--- src/rtl/fifo_wr_packer.sv ---
// Packs RATIO narrow beats into one wide FIFO word; in_last flushes a partial word with a lane-valid mask.
// Latency: word presented one cycle after its completing beat; in_ready drops combinationally only while a word is stalled on fifo_full.
module fifo_wr_packer #(
    parameter int IN_WIDTH  = 8,
    parameter int RATIO     = 4,
    parameter int CNT_WIDTH = 16
) (
    input  logic                      wr_clk,
    input  logic                      wr_rst,
    input  logic [IN_WIDTH-1:0]       in_data,
    input  logic                      in_valid,
    input  logic                      in_last,
    output logic                      in_ready,
    output logic [IN_WIDTH*RATIO-1:0] fifo_wr_data,
    output logic [RATIO-1:0]          fifo_wr_keep,
    output logic                      fifo_wr_en,
    input  logic                      fifo_full,
    output logic [CNT_WIDTH-1:0]      words_written
);

    localparam int OUT_WIDTH = IN_WIDTH * RATIO;
    localparam int LANE_W    = $clog2(RATIO);

    logic [LANE_W-1:0]    r_lane;
    logic [OUT_WIDTH-1:0] r_acc_data;
    logic [RATIO-1:0]     r_acc_keep;
    logic [OUT_WIDTH-1:0] r_out_data;
    logic [RATIO-1:0]     r_out_keep;
    logic                 r_out_valid;
    logic [CNT_WIDTH-1:0] r_words;

    logic                 w_accept;
    logic                 w_last_lane;
    logic                 w_complete;
    logic                 w_write;
    logic [OUT_WIDTH-1:0] w_fill_data;
    logic [RATIO-1:0]     w_fill_keep;

    // in_ready depends only on registered state and fifo_full, never on in_valid
    assign in_ready    = !(r_out_valid && fifo_full);
    assign w_write     = r_out_valid && !fifo_full;
    assign w_accept    = in_valid && in_ready;
    assign w_last_lane = (r_lane == LANE_W'(RATIO - 1));
    assign w_complete  = w_accept && (w_last_lane || in_last);

    always_comb begin
        w_fill_data = r_acc_data;
        w_fill_keep = r_acc_keep;
        for (int i = 0; i < RATIO; i++) begin
            if (r_lane == LANE_W'(i)) begin
                w_fill_data[i*IN_WIDTH +: IN_WIDTH] = in_data;
                w_fill_keep[i]                      = 1'b1;
            end
        end
    end

    always_ff @(posedge wr_clk or posedge wr_rst) begin
        if (wr_rst) begin
            r_lane     <= '0;
            r_acc_data <= '0;
            r_acc_keep <= '0;
        end else if (w_accept) begin
            if (w_complete) begin
                r_lane     <= '0;
                r_acc_data <= '0;
                r_acc_keep <= '0;
            end else begin
                r_lane     <= r_lane + LANE_W'(1);
                r_acc_data <= w_fill_data;
                r_acc_keep <= w_fill_keep;
            end
        end
    end

    // A completion in the same cycle as a drain reloads the output register
    always_ff @(posedge wr_clk or posedge wr_rst) begin
        if (wr_rst) begin
            r_out_data  <= '0;
            r_out_keep  <= '0;
            r_out_valid <= 1'b0;
        end else if (w_complete) begin
            r_out_data  <= w_fill_data;
            r_out_keep  <= w_fill_keep;
            r_out_valid <= 1'b1;
        end else if (w_write) begin
            r_out_valid <= 1'b0;
        end
    end

    always_ff @(posedge wr_clk or posedge wr_rst) begin
        if (wr_rst) begin
            r_words <= '0;
        end else if (w_write) begin
            r_words <= r_words + CNT_WIDTH'(1);
        end
    end

    assign fifo_wr_en    = w_write;
    assign fifo_wr_data  = r_out_data;
    assign fifo_wr_keep  = r_out_keep;
    assign words_written = r_words;

endmodule

--- config.mk ---
export PLATFORM = sky130hd
export DESIGN_NAME = fifo_wr_packer
export DESIGN_NICKNAME = d
export VERILOG_FILES = /design/src/rtl/fifo_wr_packer.sv
export SDC_FILE = /design/constraint.sdc
export NUM_CORES = 1
export LEC_CHECK = 0
export CAP_MARGIN = 20
export CORE_MARGIN = 3
export CORE_UTILIZATION = 50
export DETAILED_ROUTE_END_ITERATION = 8
export GPL_TIMING_DRIVEN = 0
export PLACE_DENSITY = 0.84
export RECOVER_POWER = 100
export SLEW_MARGIN = 10
export SYNTH_ARGS = -nofsm -noshare
export SYNTH_HDL_FRONTEND = slang
export SYNTH_SLANG_ARGS = --single-unit
--- constraint.sdc ---
create_clock -name wr_clk -period 3.8 [get_ports wr_clk]
set_input_delay 0.76 -clock wr_clk [delete_from_list [all_inputs] [get_ports wr_clk]]
set_output_delay 0.76 -clock wr_clk [all_outputs]
set_load 0.01 [all_outputs]
## Word-level counts from Yosys, hierarchy flattened

Index checks and enable logic that the tools add are counted.
Widths: inputs -> output; s select.

- Bits in writable memories: 0
- Memories kept: 0
- Flip-flop bits (word level): 91
- Memory bits (read-only): 0
- Logic and storage cells: 34
- Output and inout port bits: 54
- Latch bits: 0

- Mux-type cells: 13
- Bitwise gates (word level): 0
- Add/subtract/negate cells: 2
- $lt $le $gt $ge: 0
- Div/mod/pow operators: 0
- Eq/ne operators: 3
- Multipliers: 0
- Shift operators: 0
- Reductions and logical operators: 9

Operators by type and width:

| cell | count |
|---|---|
| $mux 32 | 1 |
| $mux 8 | 4 |
| $add 16x1->16 const B | 1 |
| $mux 1 | 6 |
| $eq 2x2->1 const B | 2 |
| $logic_and 1x1->1 | 4 |
| $mux 4 | 1 |
| $add 2x1->2 const B | 1 |
| $eq 2x1->1 const B | 1 |
| $logic_not 1->1 | 2 |
| $logic_not 2->1 | 1 |
| $mux 2 | 1 |
| $reduce_bool 2->1 | 1 |
| $logic_or 1x1->1 | 1 |

## Longest topological paths before layout

Gate-level depths: netlist of run 1.

- Depth in word-level cells: 5
- Mapped depth: 7
- Mapped depth without buffers: 5

## Worst setup path before layout of run 1

No wires, ideal clock.

- Kind: in2out
- Start: in fifo_full
- End: out fifo_wr_en
- Stages on the path: 2
- Arrival time: 1.084 ns
- Buffers on the path: 1
- Required time: 3.040 ns
- Slack: 1.956 ns
- Cell sequence: nor2b_1 > clkbuf_1

- Cells in the longest elaborated chain, start to end: 2

Ends and longest elaborated chain:

| item | line | source |
|---|---|---|
| start: declaration | 17 | `input logic fifo_full,` |
| $logic_not 1->1 | 41 | `assign w_write = r_out_valid && !fifo_full;` |
| $logic_and 1x1->1 | 41 |  |
| end: declaration | 16 | `output logic fifo_wr_en,` |

Every way passes these cells.

## Final worst setup path of run 1

Same ends and word-level chain as after synthesis.

==> results.md, run 1 <==
- Total CTS buffers: 9
- Row Count: 30
- Bufs and invs on worst path: 3
- Post-Syn Area: 3750 um2
- Register bit total from synthesis: about 90
- Final GP Congestion: slightly below 0.8
- Cell mode on critical path: dlygate4sd3_1
- Switch share: 29.1%
- Worst-path clk slew: about 0.08 ns
- Max_cap viols: 0
- DIE HEIGHT: between 90 and 100 um
- Number of port buffers: 66
- Largest net degree at the start of global routing: 67
- Final Hold Fails: 0
- Slowest cell on the critical path: dlygate4sd3_1
- CP Class: in -> out
- Setup TNS: 0 ns
- Clock buffer depth: 2
- Status: complete, no violations
- Worst hold slack: between 0.4 and 0.5 ns
- DRC: 0
- Worst R2R Start: r_out_valid
- Worst setup EP type: output pin
- Post-synthesis sequential area ratio: approximately three fifths
- Starting DRT DRC Count: 229
- Fin area: 4780 um2
- Ant diodes: 0
- Fmax: ~320 MHz
- R2R depth: 4
- Non-Filler Instances: approximately 500
- # IOs: between 60 and 70
- Relative slew slack: a little under a fifth
- Minimum clock period: between 3 and 4 ns
- Root buffer cell: clkbuf_8
- Synth Instances: between 300 and 400
- Post-place setup slack: approximately 0.83 ns
- Net Switching: 0.770 mW
- Die extent in x: a little over 90 um
- Fin. max-slew vios: 0
- Core area: approximately 7000 um2
- CP Launch Type: input pin
- Die ar.: ~8600 um2
- Hold_sp: words_written[15]
- Internal Power: 1.87 mW
- Pre-Repair DR Iteration Count: 4
- Syn. warnings: 0
- Drt wl/cell: about 17 um
- Max Clock Skew: 0.00682 ns
- Worst Hold Depth: 1
- CTS H-Tree Depth: 3
- Slowest stage delay, CP: 0.65 ns
- Mapped Nets: 343
- Avg Cell Area, Syn: about 12 um2
- Seq pwr share: around 48%
- Grt ovf: 0
- Skew-Pair Late Insertion Delay: 0.35 ns
- Via count: 2730
- Initial antenna violation count: 0
- Crit path max-delay family: buffers and inverters
- GRT Total Usage: between 20% and 30%
- DP HPWL: between 5000 and 6000 um
- Worst hold-check path type: reg -> reg
- Hold EP: words_written[15]
- Critical path data required time: approximately 3 ns
- Flop2flop setup slack: between 1.5 and 2 ns
- DP Area: about 4600 um2
- Worst Setup SP: fifo_full
- Final Worst Setup Slack: ~0.67 ns
- Clock Power Share: between 20 and 30%
- Layout Utilization: 68.1%
- Count of cell types in the netlist: 26
- Crit-path cells: dlygate4sd3_1 -> nor2b_1 -> clkbuf_1 -> dlygate4sd3_1
- RSZ-0062 raised after global routing: no
- Final setup violation count: 0
- Placed cells: between 400 and 500
- # Post-CTS Setup Buffers: 0
- Total power density per cell area: 553 nW/um2
- Post-DR vias/cell: approximately 5.4
- Max rail drop VDD: roughly 0.00029 V
- Total power: approximately 2.6 mW
- Reg-to-reg endpoint: r_acc_data[19]
- Drt total wl: between 8000 and 9000 um
- Post-DRT Antenna Nets: 0
- Crit path DAT: between 2 and 2.5 ns
- First-pass GRT wire length: ~14000 um
- Starting Density: between 50% and 60%
- # clock sinks: 91
- Logic pwr share: about a quarter
- PostCTS Resize Cnt: 0
- Vias in the first global route: around 2800
- Area grow syn2layout: 27.5%
- Worst slew pin tran: 1.21 ns
- Leak Pwr: 2.29 nW
- Filler instances: around 550
- Layout net count: approximately 420
- Hold-fix buffers, CTS: 0
- Final Cycle Share: 82.4%
- TritonCTS clock tree: yes
- Crit path max fanout: 5
- Layout cells sized above 1: approximately 5%
[worst reg2reg max path, delay by kind of cell (launching register included)]
| family | cells | cell delay, ns |
|---|---|---|
| buf+inv | 1 | 0.40 |
| flops | 1 | 0.42 |
| compound gates | 3 | 1.32 |
[power by group through the flow]
stage / Combinational, mW / Sequential (mW) / Clock (mW)
final: 0.661 / 1.26 / 0.726
after global routing: 0.724 / 1.28 / 0.791
after CTS: 0.719 / 1.26 / 0.742
after detailed placement: 0.717 / 1.28 / 0
after global placement: 0.692 / 1.27 / 0
after floorplan: 0.307 / 1.31 / 0
[metal layers]
metal / global-route usage (%) / routed length (um) / vias to the layer above
li1: - / - / 1281
met1: 28.4 / 3750 / 1348
met2: 34.0 / 4020 / 94
met3: 5.52 / 475 / 7
met4: 5.45 / 93 / 0
met5: 0 / 0 / -
[logic make-up (layout without fill, tap and decap cells)]
group | Yosys count | after routing | share of synthesized area (%)
DFF | 91 | 91 | 60.8
and+or+nand+nor | 90 | 90 | 11.2
AOI/OAI and AO/OA | 69 | 69 | 11.7
muxes | 33 | 33 | 8.85
buffers and inverters | 22 | 105 | 2.30
xor gates and xnor gates | 15 | 15 | 3.51
adders and majority gates | 5 | 5 | 1.67
[how the worst max path moves through the flow]
| stage | end | slack (ns) | depth (start not counted) |
|---|---|---|---|
| after floorplan | fifo_wr_data[0] | 0.68 | 1 |
| after global placement | fifo_wr_data[25] | -0.62 | 2 |
| after detailed placement | fifo_wr_en | 0.83 | 4 |
| after CTS | fifo_wr_en | 0.83 | 4 |
| after global routing | fifo_wr_en | 0.62 | 4 |
| final | fifo_wr_en | 0.67 | 4 |
[synth_stat cells (all sizes together)]
cell    count  area, um2
a21oi       3       15.0
a22o       24        210
inv         4       15.0
clkbuf     15       56.3
xnor2       9       78.8
xor2        6       52.6
a21boi      1       7.51
or2         2       12.5
o21ai      41        205
ha          5       62.6
and4        1       8.76
nand4b      1       8.76
nand2      49        184
nor2       10       37.5
nand3b      1       7.51
buf         3       15.0
nand3       5       25.0
and3        4       25.0
or4         1       11.3
mux2i      32        320
nand4       5       31.3
mux2        1       11.3
and2       10       62.6
nor2b       1       6.26
dfrtp      91       2280
[registers in the layout, indices dropped and copies added (netlist names)]
| name | count |
|---|---|
| r_out_valid | 1 |
| r_acc_data | 32 |
| words_written | 16 |
| fifo_wr_keep | 4 |
| fifo_wr_data | 32 |
| r_lane | 2 |
| r_acc_keep | 4 |
[placed cells by master (no fill, tap or decap), drive strengths merged]
cell type and instances:
inv 3, xnor2 9, clkdlybuf4s50 10, nand2 49, o21ai 41, dfrtp 91, a22o 24, nor2 10
and4 1, or4 1, and2 10, ha 5, buf 2, mux2 1, nand4 5, nand3 5
xor2 6, and3 4, bufinv 2, nand3b 1, nor2b 1, clkinvlp 2, or2 2, clkbuf 29
a21boi 1, a21oi 3, dlygate4sd3 56, mux2i 32, nand4b 1, clkinv 1
[layout make-up]
class                      instances  area, um2  area share, %
inverter                           4       16.3          0.340
tap                               96        120           2.51
clock inverter                     4       72.6           1.52
timing repair buffer              67        688           14.4
sequential                        91       2280           47.7
clock buffer                      12        155           3.25
buffer                            18       68.8           1.44
multi-input combinational        212       1380           28.9
(Power assumes the default switching activity.)
==> run 2: changes to the inputs <==
- CORE_UTILIZATION: 50 -> 47
- PLACE_DENSITY: 0.84 -> 0.83
- clock period: 3.8 -> 2.8 ns (I/O delays scaled with it)
==> run 2 against run 1 <==
Net effect: the run now ends with capacitance limit left; highest routed layer unchanged; global-route usage decreased by 0.73 points; setup slack got worse by 0.50 ns; first-iteration DRC count decreased by 18%; critical endpoint unchanged; wire length increased by 1.6%; critical path type unchanged; clock-buffer cell count unchanged; cell count increased by 0.79%; sequential share of layout area increased by 0.62 points.
==> results.md, run 2 (same netlist as run 1, synthesis figures left out) <==
- Fin. max-slew vios: 0
- Crit-path cells: clkdlybuf4s50_1 -> nor2b_1 -> clkbuf_1 -> dlygate4sd3_1
- Sequential Area: roughly 2300 um2
- Slowest stage delay, CP: between 0.6 and 0.7 ns
- CP Class: in -> out
- Clock Power Share: between 20% and 30%
- Via count: roughly 2800
- # Post-CTS Setup Buffers: 0
- Crit path DAT: about 2.1 ns
- Crit path max fanout: 5
- Layout cells sized above 1: under 10%
- Pre-Repair DR Iteration Count: 4
- Final setup violation count: 0
- Worst setup EP type: output pin
- Vias in the first global route: ~2900
- Layout net count: 422
- Clock buffer depth: 2
- Placed cells: approximately 490
- Post-DR vias/cell: 5.43
- Final Hold Fails: 0
- Drt total wl: around 8500 um
- Worst-path clk slew: around 0.09 ns
- Root buffer cell: clkbuf_8
- Die ar.: between 9000 and 10000 um2
- Starting DRT DRC Count: 188
- Filler instances: around 600
- Logic pwr share: around a quarter
- # clock sinks: 91
- Leak Pwr: ~2.3 nW
- Setup TNS: 0 ns
- Initial antenna violation count: 0
- Non-Filler Instances: 508
- Core area: roughly 7500 um2
- Max_cap viols: 1
- Fin area: between 4000 and 5000 um2
- Failing checks: capacitance limit
- Ant diodes: 0
- DP HPWL: ~6000 um
- Most frequent cells in the layout: dfrtp_1 (91), dlygate4sd3_1 (55), nand2_1 (49)
- DRC: 0
- CTS H-Tree Depth: 3
- Skew-Pair Late Insertion Delay: between 0.3 and 0.4 ns
- RSZ-0062 raised after global routing: no
- Grt ovf: 0
- Area grow syn2layout: 25.9%
- Number of port buffers: 66
- Crit path max-delay family: buffers and inverters
- Footprint of the multi-input gates: approximately 1400 um2
- TritonCTS clock tree: yes
- Worst slew pin tran: between 1 and 1.5 ns
- Internal Power: 2.32 mW
- Row Count: 31
- Total CTS buffers: 9
- Starting Density: between 50% and 60%
- Fmax: approximately 380 MHz
- Critical path data required time: ~2.2 ns
- PostCTS Resize Cnt: 0
- Status: finished, violations left
- Minimum clock period: 2.63 ns
- Post-DRT Antenna Nets: 0
- Seq pwr share: between 50% and 60%
- DIE HEIGHT: about 95 um
- Worst hold-check path type: reg -> reg
- GRT Total Usage: 20.3%
- Final Cycle Share: 93.9%
- DP Area: 4580 um2
- # IOs: 67
- First-pass GRT wire length: 14000 um
- Final GP Congestion: 0.783
- Die extent in x: 95.3 um
- CP Launch Type: input pin
- Commonest non-fill, non-tap cell in the layout: dfrtp_1
- Slowest cell on the critical path: dlygate4sd3_1
- Drt wl/cell: roughly 17 um
- Bufs and invs on worst path: 3
- Max Clock Skew: 0.0139 ns
- Net Switching: 1.06 mW
- Max rail drop VDD: between 0.0003 and 0.0004 V
- Largest net degree at the start of global routing: 38
- Switch share: a little under a third
- Total power density per cell area: about 700 nW/um2
- Hold-fix buffers, CTS: 0
- Relative slew slack: less than 1%
[run 2: changes by cell type in the layout (fill, tap and decap cells not counted), sizes merged]
cell / before / now
bufinv: 2 / 0
clkinvlp: 2 / 4
clkdlybuf4s50: 10 / 11
buf: 2 / 3
dlygate4sd3: 56 / 55
[run 2: routing by layer]
metal  wire (um)  GRT usage [%]  part of all wire (%)  up-vias
li1            -              -                     -     1284
met1        3760           27.5                    44     1368
met2        4070           32.4                    48       93
met3         550           4.58                   6.5       12
met4          97           6.97                   1.1        0
met5           0              0                     0        -
[run 2: power by group through the flow]
stage | combinational, mW | sequential [mW] | clock (mW)
after CTS | 0.983 | 1.71 | 0.784
after detailed placement | 0.981 | 1.74 | 0
final | 0.903 | 1.71 | 0.772
after floorplan | 0.417 | 1.78 | 0
after global routing | 0.994 | 1.74 | 0.835
after global placement | 0.939 | 1.73 | 0
[run 2: cell type report]
type / instances / share of cell area (%)
tap: 99 / 2.63
clock buffer: 12 / 2.86
buffer: 18 / 1.51
multi-input combinational: 212 / 29.3
timing repair buffer: 68 / 14.5
sequential: 91 / 48.3
inverter: 4 / 0.345
clock inverter: 4 / 0.584
[run 2: path summary, 6_finish.rpt]
path | cells past startpoint | endpoint | from | slack (ns)
setup / recovery | 4 | fifo_wr_en | fifo_full | 0.17
hold / removal | 1 | words_written[15] | words_written[15] | 0.47
setup reg to reg | 4 | r_acc_data[9] | r_out_valid | 0.59
hold reg to reg | 1 | words_written[15] | words_written[15] | 0.47
max in group asynchronous | 3 | fifo_wr_data[4] | wr_rst | 0.63
min in group asynchronous | 2 | words_written[3] | wr_rst | 1.00
[run 2: per-stage QoR]
| stage | power, mW | worst slack (ns) | util (%) | hold slack [ns] |
|---|---|---|---|---|
| global placement | 2.66 | 0.253 | 60.6 | 0.455 |
| CTS | 3.48 | 0.206 | 63.4 | 0.473 |
| detailed placement | 2.72 | 0.201 | 61.2 | 0.458 |
| finish | 3.38 | 0.171 | 63.0 | 0.466 |
| floorplan | 2.20 | 1.15 | - | 0.448 |
| global route | 3.57 | 0.0925 | 63.0 | 0.493 |
